File: src/rtl/uart_tx_framer_pkg.sv
// Shared encodings for the UART transmit framer.
// State codes and the bit-select values seen by the TX output mux.
package uart_tx_framer_pkg;

  localparam logic [2:0] S_IDLE   = 3'd0;
  localparam logic [2:0] S_LOAD   = 3'd1;
  localparam logic [2:0] S_START  = 3'd2;
  localparam logic [2:0] S_DATA   = 3'd3;
  localparam logic [2:0] S_PARITY = 3'd4;
  localparam logic [2:0] S_STOP   = 3'd5;

  localparam logic [1:0] BIT_SEL_START  = 2'b00;
  localparam logic [1:0] BIT_SEL_DATA   = 2'b01;
  localparam logic [1:0] BIT_SEL_PARITY = 2'b10;
  localparam logic [1:0] BIT_SEL_STOP   = 2'b11;

endpackage

File: src/rtl/uart_tx_framer_if.sv
// Word handshake into the UART transmit framer.
// The producer drives data/valid, the framer answers with ready.
interface uart_tx_framer_if #(
  parameter int DATA_W = 8
);

  logic [DATA_W-1:0] tx_data;
  logic              tx_valid;
  logic              tx_ready;

  modport master (
    output tx_data,
    output tx_valid,
    input  tx_ready
  );

  modport slave (
    input  tx_data,
    input  tx_valid,
    output tx_ready
  );

endinterface

File: src/rtl/uart_parity_gen.sv
// Parity of a data word, even or odd.
// Purely combinational; the framer registers it at accept.
module uart_parity_gen #(
  parameter int DATA_W = 8,
  parameter int ODD    = 0
) (
  input  logic [DATA_W-1:0] data_i,
  output logic              parity_o
);

  assign parity_o = (^data_i) ^ 1'(ODD);

endmodule

File: src/rtl/uart_tx_framer.sv
// UART transmit framer: START, DATA (LSB first), optional PARITY, STOP.
// Bit boundaries follow baud_tick; every output is registered.
module uart_tx_framer
  import uart_tx_framer_pkg::*;
#(
  parameter int DATA_W     = 8,
  parameter int PARITY_EN  = 1,
  parameter int PARITY_ODD = 0,
  parameter int STOP_BITS  = 1
) (
  input  logic       clk,
  input  logic       rst_n,
  input  logic       baud_tick,
  uart_tx_framer_if.slave tx,
  output logic       tx_out,
  output logic       busy,
  output logic       frame_done,
  output logic [1:0] bit_sel
);

  localparam int CW = $clog2(DATA_W);
  localparam logic [CW-1:0] LAST_BIT =
    CW'(DATA_W - 1);
  localparam logic STOP_LAST =
    1'(STOP_BITS - 1);

  if (DATA_W < 5 || DATA_W > 9 ||
      STOP_BITS < 1 || STOP_BITS > 2 ||
      PARITY_EN < 0 || PARITY_EN > 1 ||
      PARITY_ODD < 0 || PARITY_ODD > 1)
  begin : g_bad_param
    $error("uart_tx_framer: illegal parameters");
  end

  logic [2:0]        state_q, state_d;
  logic [DATA_W-1:0] shift_q, shift_d;
  logic [CW-1:0]     bit_cnt_q, bit_cnt_d;
  logic              stop_cnt_q, stop_cnt_d;
  logic              par_q, par_d;
  logic              tx_out_q, tx_out_d;
  logic              ready_q, ready_d;
  logic              busy_q, busy_d;
  logic              done_q, done_d;
  logic [1:0]        sel_q, sel_d;
  logic              par_w;

  uart_parity_gen #(
    .DATA_W (DATA_W),
    .ODD    (PARITY_ODD)
  ) u_par (
    .data_i   (tx.tx_data),
    .parity_o (par_w)
  );

  always_comb begin
    state_d    = state_q;
    shift_d    = shift_q;
    bit_cnt_d  = bit_cnt_q;
    stop_cnt_d = stop_cnt_q;
    par_d      = par_q;
    done_d     = 1'b0;
    unique case (state_q)
      S_IDLE: begin
        if (tx.tx_valid && ready_q) begin
          shift_d = tx.tx_data;
          par_d   = par_w;
          state_d = S_LOAD;
        end
      end
      S_LOAD: begin
        if (baud_tick) state_d = S_START;
      end
      S_START: begin
        if (baud_tick) begin
          state_d   = S_DATA;
          bit_cnt_d = '0;
        end
      end
      S_DATA: begin
        if (baud_tick) begin
          shift_d   = shift_q >> 1;
          bit_cnt_d = bit_cnt_q + 1'b1;
          if (bit_cnt_q == LAST_BIT) begin
            state_d    = (PARITY_EN != 0) ?
                         S_PARITY : S_STOP;
            stop_cnt_d = 1'b0;
          end
        end
      end
      S_PARITY: begin
        if (baud_tick) begin
          state_d    = S_STOP;
          stop_cnt_d = 1'b0;
        end
      end
      S_STOP: begin
        if (baud_tick) begin
          if (stop_cnt_q == STOP_LAST) begin
            state_d = S_IDLE;
            done_d  = 1'b1;
          end else begin
            stop_cnt_d = stop_cnt_q + 1'b1;
          end
        end
      end
      default: state_d = S_IDLE;
    endcase
  end

  // Outputs decode the next state so they land in the cycle after a tick.
  always_comb begin
    tx_out_d = 1'b1;
    sel_d    = BIT_SEL_STOP;
    unique case (1'b1)
      (state_d == S_START): begin
        tx_out_d = 1'b0;
        sel_d    = BIT_SEL_START;
      end
      (state_d == S_DATA): begin
        tx_out_d = shift_d[0];
        sel_d    = BIT_SEL_DATA;
      end
      (state_d == S_PARITY): begin
        tx_out_d = par_d;
        sel_d    = BIT_SEL_PARITY;
      end
      default: ;
    endcase
    ready_d = (state_d == S_IDLE);
    busy_d  = (state_d != S_IDLE);
  end

  always_ff @(posedge clk or negedge rst_n) begin
    if (!rst_n) begin
      state_q    <= S_IDLE;
      shift_q    <= '0;
      bit_cnt_q  <= '0;
      stop_cnt_q <= 1'b0;
      par_q      <= 1'b0;
      tx_out_q   <= 1'b1;
      ready_q    <= 1'b1;
      busy_q     <= 1'b0;
      done_q     <= 1'b0;
      sel_q      <= BIT_SEL_STOP;
    end else begin
      state_q    <= state_d;
      shift_q    <= shift_d;
      bit_cnt_q  <= bit_cnt_d;
      stop_cnt_q <= stop_cnt_d;
      par_q      <= par_d;
      tx_out_q   <= tx_out_d;
      ready_q    <= ready_d;
      busy_q     <= busy_d;
      done_q     <= done_d;
      sel_q      <= sel_d;
    end
  end

  assign tx.tx_ready = ready_q;
  assign tx_out      = tx_out_q;
  assign busy        = busy_q;
  assign frame_done  = done_q;
  assign bit_sel     = sel_q;

endmodule

File: src/flat_wrapper.sv
// flat-port wrapper written by rule: the top's interface ports become plain ports
module uart_tx_framer_flat import uart_tx_framer_pkg::*;
#(
  parameter int DATA_W     = 8,
  parameter int PARITY_EN  = 1,
  parameter int PARITY_ODD = 0,
  parameter int STOP_BITS  = 1
)
  (clk, rst_n, baud_tick, tx_out, busy, frame_done, bit_sel, tx_tx_data, tx_tx_valid, tx_tx_ready);
  uart_tx_framer_if #(.DATA_W(DATA_W)) tx_i ();
  input  logic clk;
  input  logic rst_n;
  input  logic baud_tick;
  output logic tx_out;
  output logic busy;
  output logic frame_done;
  output logic [1:0] bit_sel;
  input wire logic [$bits(tx_i.tx_data)-1:0] tx_tx_data;
  input wire logic [$bits(tx_i.tx_valid)-1:0] tx_tx_valid;
  output wire logic [$bits(tx_i.tx_ready)-1:0] tx_tx_ready;
  assign tx_i.tx_data = tx_tx_data;
  assign tx_i.tx_valid = tx_tx_valid;
  assign tx_tx_ready = tx_i.tx_ready;
  uart_tx_framer #(.DATA_W(DATA_W), .PARITY_EN(PARITY_EN), .PARITY_ODD(PARITY_ODD), .STOP_BITS(STOP_BITS)) u_core (.clk(clk), .rst_n(rst_n), .baud_tick(baud_tick), .tx(tx_i), .tx_out(tx_out), .busy(busy), .frame_done(frame_done), .bit_sel(bit_sel));
endmodule
File: config.mk
export PLATFORM = sky130hd
export DESIGN_NAME = uart_tx_framer_flat
export DESIGN_NICKNAME = d
export VERILOG_FILES = /design/src/rtl/uart_tx_framer_pkg.sv /design/src/rtl/uart_tx_framer_if.sv /design/src/rtl/uart_parity_gen.sv /design/src/rtl/uart_tx_framer.sv /design/src/flat_wrapper.sv
export SDC_FILE = /design/constraint.sdc
export NUM_CORES = 1
export LEC_CHECK = 0
export ABC_AREA = 1
export BUFFER_PORTS_ARGS = -buffer_cell sky130_fd_sc_hd__buf_2
export CORE_MARGIN = 5
export CORE_UTILIZATION = 25
export DETAILED_ROUTE_END_ITERATION = 16
export SLEW_MARGIN = 20
export SYNTH_ARGS = -nofsm -noshare
export SYNTH_HDL_FRONTEND = slang
export SYNTH_HIERARCHICAL = 1
export SYNTH_SLANG_ARGS = --single-unit
File: constraint.sdc
create_clock -name clk -period 1.48 [get_ports clk]
set_input_delay 0.37 -clock clk [delete_from_list [all_inputs] [get_ports clk]]
set_output_delay 0.37 -clock clk [all_outputs]
set_load 0.01 [all_outputs]
==> summary.md, run 1 <==
| Metric | Value |
|---|---|
| Top cell type's share of synthesized area | `0.348` |
| Critical Path Fanout Max | `3` |
| Layout cells sized above 1 | `0.306` |
| Fin nets | `201` |
| R2R Setup Slk | `0.03 ns` |
| Clk buf depth | `2` |
| RR Startpoint | `u_core/bit_cnt_q[0]$_DFFE_PN0P_` |
| Leak Pwr | `0.837 nW` |
| Post-Synth Adder-Cell Area | `0.0205` |
| Synthesis-to-layout area growth | `24.1%` |
| Worst slew margin | `0.697` |
| Fin Hold WS | `0.0530 ns` |
| Count of pins over their slew limit | `0` |
| Final ANT Viol Nets | `0` |
| FF+latch count, synth | `21` |
| Status | `completed` |
| HP Class | `input port to async pin` |
| Final hold vios | `0` |
| Post-synthesis compound-gate area fraction | `0.0880` |
| FP Rows | `25` |
| Clk sinks | `21` |
| Fmax | `689 MHz` |
| Core footprint | `~4700 um^2` |
| Most area-consuming cells after synthesis | `dfrtp_1, nand2_1, dfstp_2, nand3_1, inv_1` |
| Setup crit end | `u_core/tx_out$_DFF_PN1_` |
| Least-Margin Pin Slew | `approximately 0.45 ns` |
| CTS tree | `done` |
| DPL Wire Length | `1980 um` |
| Top_reg_cell synth | `dfrtp_1` |
| Reg clk slew, reported paths | `around 0.07 ns` |
| Largest net degree at the start of global routing | `22` |
| ANT cells | `0` |
| PnR worst setup slack | `0.0291 ns` |
| DR pass1 iterations | `4` |
| Count leader, synth | `nand2_1` |
| WL final | `approximately 2500 um` |
| Iteration-0 DRC Markers | `57` |
| Worst EP required | `1.66 ns` |
| Synth cell count leaders | `nand2_1, dfrtp_1, inv_1` |
| Synth Area in XOR/XNOR | `0` |
| Post-synthesis sequential area ratio | `0.434` |
| Main combinational cell family by area after synthesis | `simple AND/OR/NAND/NOR gates` |
| GRT Util Overall | `0.0835` |
| Startpoint Class | `flop` |
| Syn_area_per_cell | `approximately 7.7 um^2` |
| Place WS | `around 0.0095 ns` |
| Skew-Pair Late Insertion Delay | `~0.25 ns` |
| Port bufs | `17` |
| Die span in y | `79.9 um` |
| Initial core utilization | `0.259` |
| Number of flops mapped to enable cells by yosys | `0` |
| Synthesized area | `between 1000 and 1500 um^2` |
| Die ar. | `between 6000 and 7000 um^2` |
| Initial antenna violation count | `0` |
| TritonCTS buffer count | `3` |
| Vias in the first global route | `roughly 1,000` |
| Routed vias/inst | `4.19` |
| GRT Residual Overflow | `0` |
| Critical path class | `flop to flop` |
| Pwr/cell area | `roughly 1700 nW/um^2` |
| Mux contribution to synthesized area | `0` |
| Max rail drop VDD | `0.000877 V` |
| Synth async-reset ratio | `1.00` |
| Die width | `79.9 um` |
| First-pass GRT wire length | `approximately 4400 um` |
| # DRC | `0` |
| Largest area contributor in the netlist | `dfrtp_1` |
| Footprint of the multi-input gates | `644 um^2` |
| Fin crit share | `0.980` |
| Crit. Startpoint | `u_core/bit_cnt_q[0]$_DFFE_PN0P_` |
| Vias | `1,060` |
| Clock Skew | `approximately 0.0049 ns` |
| Post-synthesis cell count | `159` |
| Distinct cells, synth | `23` |
| Gpl congestion | `0.745` |
| Root Driver | `clkbuf_8` |
| Placed cell count | `247` |
| Post-layout min period | `1.45 ns` |
| Arrival @ worst endpoint | `approximately 1.6 ns` |
| Reg2Reg Depth | `9` |
| Setup TNS Final | `0 ns` |
| Syn nets | `173` |
| I/O pin cnt | `18` |
| Filler Cells Inserted | `514` |
| Post-Synth Simple-Gate Area | `0.390` |
| Reg2reg end | `u_core/tx_out$_DFF_PN1_` |
| H-tree Lvls | `1` |
| YS warnings | `6` |
| Max Cap Violations | `0` |
| Non-Filler Instances | `253` |
| Worst setup EP type | `flop` |
| Register area | `531 um^2` |
| # setup viols final | `0` |
| Hold_buf cts | `0` |
| Wire per inst | `~10 um` |
[cells in the final DEF (no fill, tap or decap)]
master | Yosys | routed
nand3_1 | 15 | 14
a22oi_1 | 6 | 6
nand4_1 | 1 | 1
ha_4 | 0 | 1
and2_1 | 1 | 1
nor2_8 | 2 | 2
dfstp_2 | 4 | 4
a22o_1 | 2 | 2
o21ai_0 | 3 | 2
inv_2 | 6 | 7
o21a_1 | 1 | 1
nor2_4 | 0 | 2
o21ai_1 | 1 | 2
nor4_1 | 1 | 1
nand3_2 | 2 | 3
dfrtp_1 | 17 | 17
clkbuf_1 | 0 | 1
nand2_1 | 65 | 63
nand3_4 | 1 | 1
buf_4 | 0 | 6
nand2_2 | 4 | 6
clkbuf_8 | 0 | 3
nor2_1 | 3 | 3
o21ai_2 | 1 | 1
inv_1 | 16 | 15
ha_2 | 0 | 1
nor2_2 | 4 | 2
a21oi_2 | 1 | 1
buf_2 | 0 | 17
[metal layers]
metal | vias up | part of all wire | GRT usage
met2 | 11 | 0.51 | 0.147
met5 | - | 0 | 0
met4 | 0 | 0 | 0.0152
met3 | 0 | 0.031 | 0.0203
met1 | 489 | 0.46 | 0.104
li1 | 560 | - | -
[stage by stage]
| step | util | power, mW | area [um^2] |
|---|---|---|---|
| global placement | 0.301 | 2.12 | 1420 |
| global route | 0.321 | 2.86 | 1520 |
| floorplan | - | 1.81 | 1220 |
| CTS | 0.310 | 2.51 | 1470 |
| detailed placement | 0.301 | 2.13 | 1420 |
| finish | 0.321 | 2.61 | 1520 |
[cell type report]
cell class              instances  area share
inverters                      22      0.0545
flip-flops and latches         21       0.350
clock buffers                   4      0.0297
well taps                      67      0.0553
multi-input cells             116       0.425
repair buffers                 23      0.0858
[worst max-delay path: stages, from the launching register on]
cell	delay, ns
dfrtp_1	0.38
ha_2	0.20
ha_4	0.15
nand2_2	0.07
nand2_2	0.08
buf_4	0.16
o21ai_2	0.08
o21ai_1	0.10
nand2_1	0.08
nand3_1	0.08
[logic make-up after synthesis]
kind of cell	Yosys count
simple gates	99
buf+inv	22
flops	21
compound gates	15
fa+ha+maj	2
[worst min-delay path by stage]
stage,start,to,slack (ns)
after floorplan,rst_n,u_core/bit_cnt_q[0]$_DFFE_PN0P_,0.07
after global placement,rst_n,u_core/state_q[1]$_DFF_PN0_,0.35
after detailed placement,rst_n,u_core/frame_done$_DFF_PN0_,0.35
after CTS,rst_n,u_core/state_q[1]$_DFF_PN0_,0.07
after global routing,rst_n,u_core/frame_done$_DFF_PN0_,0.10
final,rst_n,u_core/frame_done$_DFF_PN0_,0.05
[timing repair]
item,4_1_cts,5_1_grt
buffers inserted,0,2
resized for setup,1,9
pin swaps,0,5
setup endpoints to repair,1,3
[report_power, final]
group | switching (mW) | internal [mW] | total [mW]
Sequential | 0.127 | 0.850 | 0.977
Clock | 0.170 | 0.191 | 0.361
Combinational | 0.761 | 0.515 | 1.28
[state kept, by name, indices dropped and copies added, names as in the netlist]
register	flops
u_core/bit_cnt_q	3
u_core/bit_sel	2
u_core/busy	1
u_core/frame_done	1
u_core/par_q	1
u_core/shift_q	8
u_core/state_q	3
u_core/tx.tx_ready	1
u_core/tx_out	1
Power figures use the tool's default switching activity.
==> inputs of run 2 (changes only) <==
--- a/config.mk
+++ b/config.mk
@@ -5,7 +5,6 @@
 export SDC_FILE = /design/constraint.sdc
 export NUM_CORES = 1
 export LEC_CHECK = 0
-export ABC_AREA = 1
 export BUFFER_PORTS_ARGS = -buffer_cell sky130_fd_sc_hd__buf_2
 export CORE_MARGIN = 5
 export CORE_UTILIZATION = 25
==> run 2 against run 1 <==
Clock skew decreased by 0.0036 ns. Count of clock-buffer cells in the layout unchanged. Sequential cell count unchanged. Final area decreased by 3.8%. Sequential power decreased by 20%. Clock power increased by 5%. Global-route usage increased by 1.9 points. Via count decreased by 13%. First-iteration DRC count decreased by 47%. Maximum frequency decreased by 1.7%. Critical endpoint unchanged. Largest power group is now sequential cells. Highest routed layer is now met4.
==> summary.md, run 2 <==
| Metric | Value |
|---|---|
| Reg clk slew, reported paths | `0.08 ns (about the same)` |
| Synth async-reset ratio | `1.00 (unchanged)` |
| Max reg flops | `8 (unchanged)` |
| Most area-consuming cells after synthesis | `dfrtp_1, dfstp_2, o21ai_0, xnor2_1, a22oi_1` |
| Slowest cell on crit path | `dfrtp_2` |
| H-tree Lvls | `1 (unchanged)` |
| Fin Hold WS | `0.0621 ns (+0.00909 ns)` |
| Top cell type's share of synthesized area | `0.409 (+0.0611)` |
| Die ar. | `5550 um^2 (-13%)` |
| Port bufs | `17 (unchanged)` |
| R2R Setup Slk | `0.004 ns (-0.03 ns)` |
| Setup TNS Final | `0 ns (unchanged)` |
| Cell count along the critical path | `4 (-5)` |
| Clock Skew | `0.00127 ns (-0.00365 ns)` |
| Largest stage delay on the critical path | `0.45 ns (+0.07 ns)` |
| Root Driver | `clkbuf_8` |
| Iteration-0 DRC Markers | `30 (-47%)` |
| Wire per inst | `13.1 um (+31%)` |
| Skew-Pair Late Insertion Delay | `0.25 ns (about the same)` |
| Distinct cells, synth | `31 (+35%)` |
| Reg2Reg Depth | `4 (-5)` |
| Most frequent cells in the layout | `buf_4, buf_2, dfrtp_1` |
| Initial antenna violation count | `0 (unchanged)` |
| Final ANT Viol Nets | `0 (unchanged)` |
| # setup viols final | `0 (unchanged)` |
| Most common library cell in the layout ignoring fill and taps | `buf_4` |
| HP Class | `input port to async pin` |
| Buf+Inv Stages, Crit Path | `0 (-1)` |
| Syn_area_per_cell | `9.45 um^2 (+23%)` |
| Total power | `1.88 mW (-28%)` |
| DPL Wire Length | `1840 um (-6.9%)` |
| Core footprint | `4030 um^2 (-15%)` |
| RR Startpoint | `u_core/state_q[0]$_DFF_PN0_` |
| Hold_buf cts | `0 (unchanged)` |
| CP cell instances | `and3b_2 -> and3_1 -> a311o_1 -> a221o_1` |
| RSZ-0062 raised after global routing | `yes` |
| Clk sinks | `21 (unchanged)` |
| Critical path class | `flop to flop` |
| Synthesis-to-layout area growth | `40.3%` |
| Layout cells sized above 1 | `0.412 (+0.106)` |
| GRT Residual Overflow | `0 (unchanged)` |
| Vias in the first global route | `944 (-8.2%)` |
| DR pass1 iterations | `4 (unchanged)` |
| Fin crit share | `0.997 (+0.0171)` |
| Count leader, synth | `dfrtp_1` |
| Final hold vios | `0 (unchanged)` |
| Routed vias/inst | `4.64 (+11%)` |
| Post-layout min period | `1.48 ns (+0.0253 ns)` |
| Worst EP required | `1.67 ns (about the same)` |
| Arrival @ worst endpoint | `1.66 ns (+0.03 ns)` |
| I/O pin cnt | `18 (unchanged)` |
| Max rail drop VDD | `0.000730 V (-17%)` |
| Top Registers | `u_core/shift_q: 8 flops, u_core/bit_cnt_q: 3 flops, u_core/state_q: 3 flops` |
| Pwr/cell area | `1290 nW/um^2 (-25%)` |
| Post-synthesis sequential area ratio | `0.510 (+0.0762)` |
| # DRC | `0 (unchanged)` |
| WL final | `2590 um (+2.8%)` |
| Worst slew margin | `0.679 (-0.0178)` |
| Number of flops mapped to enable cells by yosys | `0 (unchanged)` |
| CTS tree | `done` |
| YS warnings | `6 (unchanged)` |
| Largest net degree at the start of global routing | `22 (unchanged)` |
| Startpoint Class | `flop` |
| Count of pins over their slew limit | `0 (unchanged)` |
| Gpl congestion | `0.844 (+13%)` |
| Vias | `918 (-13%)` |
| TritonCTS buffer count | `3 (unchanged)` |
| Clk buf depth | `2 (unchanged)` |
| Reg with most FFs | `u_core/shift_q` |
| Least-Margin Pin Slew | `0.481 ns (+0.0267 ns)` |
| Fin nets | `163 (-19%)` |
| FF+latch count, synth | `21 (unchanged)` |
| Critical Path Fanout Max | `5 (+2)` |
| ANT cells | `0 (unchanged)` |
| Reg2reg end | `u_core/tx_out$_DFF_PN1_` |
| Die span in y | `74.5 um (-6.8%)` |
| Initial core utilization | `0.258 (-0.000733)` |
| Largest delay contributor family on the critical path | `compound AO/OA/AOI/OAI gates` |
| Synthesized area | `1040 um^2 (-15%)` |
| Syn nets | `124 (-28%)` |
| Fmax | `677 MHz (-1.7%)` |
| Top_reg_cell synth | `dfrtp_1` |
| GRT Util Overall | `0.102 (+0.0189)` |
| FP Rows | `23 (-8.0%)` |
| Largest area contributor in the netlist | `dfrtp_1` |
| Max Cap Violations | `0 (unchanged)` |
| Post-synthesis cell count | `110 (-31%)` |
| First-pass GRT wire length | `4390 um (-0.77%)` |
| Leak Pwr | `0.663 nW (-21%)` |
| Status | `completed` |
| Synth cell count leaders | `dfrtp_1, nand2_1, o21ai_0` |
| Worst setup EP type | `flop` |
| Die width | `74.5 um (-6.8%)` |
run 2: cell count changes after synthesis, sizes merged, moves of 4 or more:
cell | previous run | this run
xnor2 | 0 | 6
o21ai | 5 | 12
nand2 | 69 | 12
inv | 22 | 10
nand3 | 18 | 2
clkbuf | 0 | 4
run 2: area by class of cell:
type | instances | area [um^2]
inverter | 10 | 37.5
timing repair buffer | 40 | 278
multi-input combinational | 73 | 503
clock buffer | 4 | 45.0
tap | 50 | 62.6
sequential | 21 | 533
fill | 404 | 2570
run 2: kinds of logic after synthesis:
logic type	after synthesis	synth area share
flip-flops	21	0.510
adder cells (fa/ha/maj)	2	0.0241
buffers and inverters	16	0.0602
XOR/XNOR	7	0.0590
AO/OA/AOI/OAI	31	0.196
AND/OR/NAND/NOR	33	0.150
run 2: per-stage QoR:
stage / worst slack, ns / std cells / cell area [um^2] / utilization
5_1_grt: -0.0412 / 198 / 1460 / 0.362
2_1_floorplan: 0.00369 / 110 / 1050 / -
3_5_place_dp: -0.0500 / 190 / 1330 / 0.331
3_3_place_gp: -0.0500 / 190 / 1330 / 0.331
4_1_cts: 0.00165 / 195 / 1410 / 0.350
6_report: 0.00380 / 198 / 1460 / 0.362
run 2: repair_timing:
| item | 4_1_cts | 5_1_grt |
|---|---|---|
| setup buffers | 1 | 3 |
| gates cloned | 0 | 0 |
| pin swaps | 8 | 2 |
| resized for setup | 6 | 14 |
| setup endpoints to repair | 1 | 11 |
run 2: worst reg2reg max path, cell delays in order (launching register included):
cell and delay [ns]:
dfrtp_2 0.45, and3b_2 0.23, and3_1 0.15, a311o_1 0.29, a221o_1 0.30
run 2: metal layers:
metal,global-route usage,up-vias,part of all wire
met5,0,-,0
met4,0.0494,0,0.019
met3,0.0122,6,0.043
met2,0.180,22,0.51
met1,0.123,435,0.43
li1,-,455,-
run 2: power breakdown:
group / internal, mW / switching (mW)
clock network: 0.191 / 0.188
registers: 0.708 / 0.0756
logic: 0.357 / 0.363
run 2: worst max-delay path by stage:
| stage | from | end | slack (ns) |
|---|---|---|---|
| finish | u_core/state_q[0]$_DFF_PN0_ | u_core/tx_out$_DFF_PN1_ | 0.004 |
| global route | u_core/state_q[1]$_DFF_PN0_ | u_core/tx_out$_DFF_PN1_ | -0.04 |
| CTS | u_core/bit_cnt_q[1]$_DFFE_PN0P_ | u_core/tx_out$_DFF_PN1_ | 0.002 |
| detailed placement | baud_tick | u_core/tx_out$_DFF_PN1_ | -0.05 |
| global placement | baud_tick | u_core/tx_out$_DFF_PN1_ | -0.05 |
| floorplan | u_core/state_q[1]$_DFF_PN0_ | u_core/tx_out$_DFF_PN1_ | 0.004 |
==> inputs of run 3 (changes only) <==
--- a/config.mk
+++ b/config.mk
@@ -7,7 +7,7 @@
 export LEC_CHECK = 0
 export BUFFER_PORTS_ARGS = -buffer_cell sky130_fd_sc_hd__buf_2
 export CORE_MARGIN = 5
-export CORE_UTILIZATION = 25
+export CORE_UTILIZATION = 28
 export DETAILED_ROUTE_END_ITERATION = 16
 export SLEW_MARGIN = 20
 export SYNTH_ARGS = -nofsm -noshare
==> run 3 against run 2 <==
The run now ends with setup timing left. Count of clock-buffer cells in the layout fell by 1. Critical path depth did not move. Hold slack got worse by 0.022 ns. Clock skew rose by 0.0055 ns. Power fell by 2.9%. Via count fell by 2.3%. Critical endpoint unchanged.
==> summary.md, run 3 (synthesis results as in run 2) <==
| Metric | Value |
|---|---|
| Fmax | `673 MHz (-0.64%)` |
| Initial core utilization | `0.286 (+0.0281)` |
| # setup viols final | `1 (+1)` |
| GRT Util Overall | `0.101 (-0.00105)` |
| Core footprint | `3630 um^2 (-9.8%)` |
| Worst slew margin | `0.688 (+0.00824)` |
| Clk buf depth | `2 (unchanged)` |
| Reg2reg end | `u_core/tx_out$_DFF_PN1_` |
| HP Class | `input port to async pin` |
| Hold_buf cts | `0 (unchanged)` |
| Setup TNS Final | `-0.00564 ns (-0.00564 ns)` |
| Startpoint Class | `flop` |
| I/O pin cnt | `18 (unchanged)` |
| WL final | `2330 um (-9.7%)` |
| Port bufs | `17 (unchanged)` |
| Reg2Reg Depth | `4 (unchanged)` |
| TritonCTS buffer count | `3 (unchanged)` |
| Die ar. | `5030 um^2 (-9.3%)` |
| Critical Path Fanout Max | `4 (-1)` |
| Worst EP required | `1.68 ns (about the same)` |
| Initial antenna violation count | `0 (unchanged)` |
| Final ANT Viol Nets | `0 (unchanged)` |
| Gpl congestion | `0.806 (-4.4%)` |
| Max reg flops | `8 (unchanged)` |
| First-pass GRT wire length | `3980 um (-9.3%)` |
| Leak Pwr | `0.627 nW (-5.5%)` |
| ANT cells | `0 (unchanged)` |
| H-tree Lvls | `1 (unchanged)` |
| Register area | `531 um^2 (-0.47%)` |
| Final hold vios | `0 (unchanged)` |
| GRT Residual Overflow | `0 (unchanged)` |
| Arrival @ worst endpoint | `1.69 ns (+0.03 ns)` |
| Largest net degree at the start of global routing | `22 (unchanged)` |
| Largest stage delay on the critical path | `0.41 ns (-0.04 ns)` |
| Reg clk slew, reported paths | `0.08 ns (about the same)` |
| PnR worst setup slack | `-0.00564 ns (-0.00944 ns)` |
| Fin crit share | `1.00 (+0.00638)` |
| Pwr/cell area | `1320 nW/um^2 (+2.2%)` |
| Die span in y | `70.9 um (-4.8%)` |
| CTS tree | `done` |
| Vias in the first global route | `916 (-3.0%)` |
| Clock Skew | `0.00678 ns (+0.00551 ns)` |
| Skew-Pair Late Insertion Delay | `0.27 ns (+0.02 ns)` |
| Worst setup EP type | `flop` |
| Root Driver | `clkbuf_8` |
| CP cell instances | `and3b_2 -> and3_1 -> a311o_1 -> a221o_1` |
| Violated checks | `setup timing` |
| Clk sinks | `21 (unchanged)` |
| R2R Setup Slk | `-0.006 ns (about the same)` |
| Slowest cell on crit path | `dfrtp_1` |
| Total power | `1.83 mW (-2.9%)` |
| Footprint of the multi-input gates | `485 um^2 (-3.5%)` |
| Fin Hold WS | `0.0398 ns (-0.0223 ns)` |
| Routed vias/inst | `4.72 (+1.8%)` |
| Least-Margin Pin Slew | `0.469 ns (-0.0124 ns)` |
| Iteration-0 DRC Markers | `49 (+63%)` |
| Core Util, Final | `0.381 (+0.0191)` |
| Fin nets | `157 (-3.7%)` |
| Layout cells sized above 1 | `0.352 (-0.0600)` |
| Max rail drop VDD | `0.000423 V (-42%)` |
| Reg with most FFs | `u_core/shift_q` |
| # DRC | `0 (unchanged)` |
| Count of pins over their slew limit | `0 (unchanged)` |
| Wire per inst | `12.3 um (-5.9%)` |
| Max Cap Violations | `0 (unchanged)` |
| DR pass1 iterations | `4 (unchanged)` |
| Final instance area | `1390 um^2 (-5.1%)` |
| Post-layout min period | `1.49 ns (+0.00944 ns)` |
| Status | `complete, but fails checks` |
| DPL Wire Length | `1700 um (-7.8%)` |
| RR Startpoint | `u_core/state_q[2]$_DFF_PN0_` |
| FP Rows | `22 (-4.3%)` |
| Vias | `897 (-2.3%)` |
| Filler Cells Inserted | `372 (-7.9%)` |
| Synthesis-to-layout area growth | `33.2%` |
| Critical path class | `flop to flop` |
| Die width | `70.9 um (-4.8%)` |
| Top Registers | `u_core/shift_q: 8 flops, u_core/bit_cnt_q: 3 flops, u_core/state_q: 3 flops` |
| RSZ-0062 raised after global routing | `yes` |
| Most frequent cells in the layout | `buf_2, dfrtp_1, buf_4` |
| DP Area | `1300 um^2 (-2.4%)` |
-- run 3: power breakdown --
| group | internal (mW) | total, mW | switching [mW] | leakage [nW] |
|---|---|---|---|---|
| Sequential | 0.705 | 0.771 | 0.0663 | 0.257 |
| Combinational | 0.324 | 0.664 | 0.341 | 0.344 |
| Clock | 0.189 | 0.393 | 0.204 | 0.0255 |
| Total | 1.22 | 1.83 | 0.611 | 0.627 |
-- run 3: repair_timing --
item	4_1_cts	5_1_grt
setup endpoints to repair	1	9
setup buffers	0	2
gates resized for setup	3	7
pin swaps	4	5
-- run 3: metal layers --
metal,track usage,vias to the layer above,wire (um)
met5,0,-,0
met4,0.0814,0,74
met3,0.0170,5,85
met2,0.153,20,1060
met1,0.126,427,1110
li1,-,445,-
-- run 3: worst max-delay path by stage --
stage | end | slack (ns) | startpoint | cells after the start
after global placement | u_core/tx_out$_DFF_PN1_ | -0.05 | baud_tick | 5
after detailed placement | u_core/tx_out$_DFF_PN1_ | -0.06 | baud_tick | 5
after CTS | u_core/tx_out$_DFF_PN1_ | -0.01 | u_core/state_q[2]$_DFF_PN0_ | 4
after global routing | u_core/tx_out$_DFF_PN1_ | -0.04 | u_core/state_q[2]$_DFF_PN0_ | 4
final | u_core/tx_out$_DFF_PN1_ | -0.006 | u_core/state_q[2]$_DFF_PN0_ | 4
after floorplan | u_core/tx_out$_DFF_PN1_ | 0.004 | u_core/state_q[1]$_DFF_PN0_ | 5
-- run 3: metrics by stage --
| stage | std cells | worst slack [ns] |
|---|---|---|
| 6_report | 190 | -0.00564 |
| 5_1_grt | 190 | -0.0378 |
| 4_1_cts | 188 | -0.0112 |
| 3_5_place_dp | 184 | -0.0626 |
| 3_3_place_gp | 184 | -0.0453 |
| 2_1_floorplan | 110 | 0.00369 |
-- run 3: worst max-delay path: cells and delay by family, from the launching register on --
| family | cells | cell delay [ns] |
|---|---|---|
| AO/OA/AOI/OAI | 2 | 0.58 |
| flip-flops | 1 | 0.41 |
| AND/OR/NAND/NOR | 2 | 0.43 |
-- run 3: area by class of cell --
cell class	instances	area share
clock buffers	3	0.0298
clock inverters	1	0.00361
inverters	10	0.0271
multi-input cells	73	0.350
flip-flops and latches	21	0.383
well taps	48	0.0434
repair buffers	34	0.163
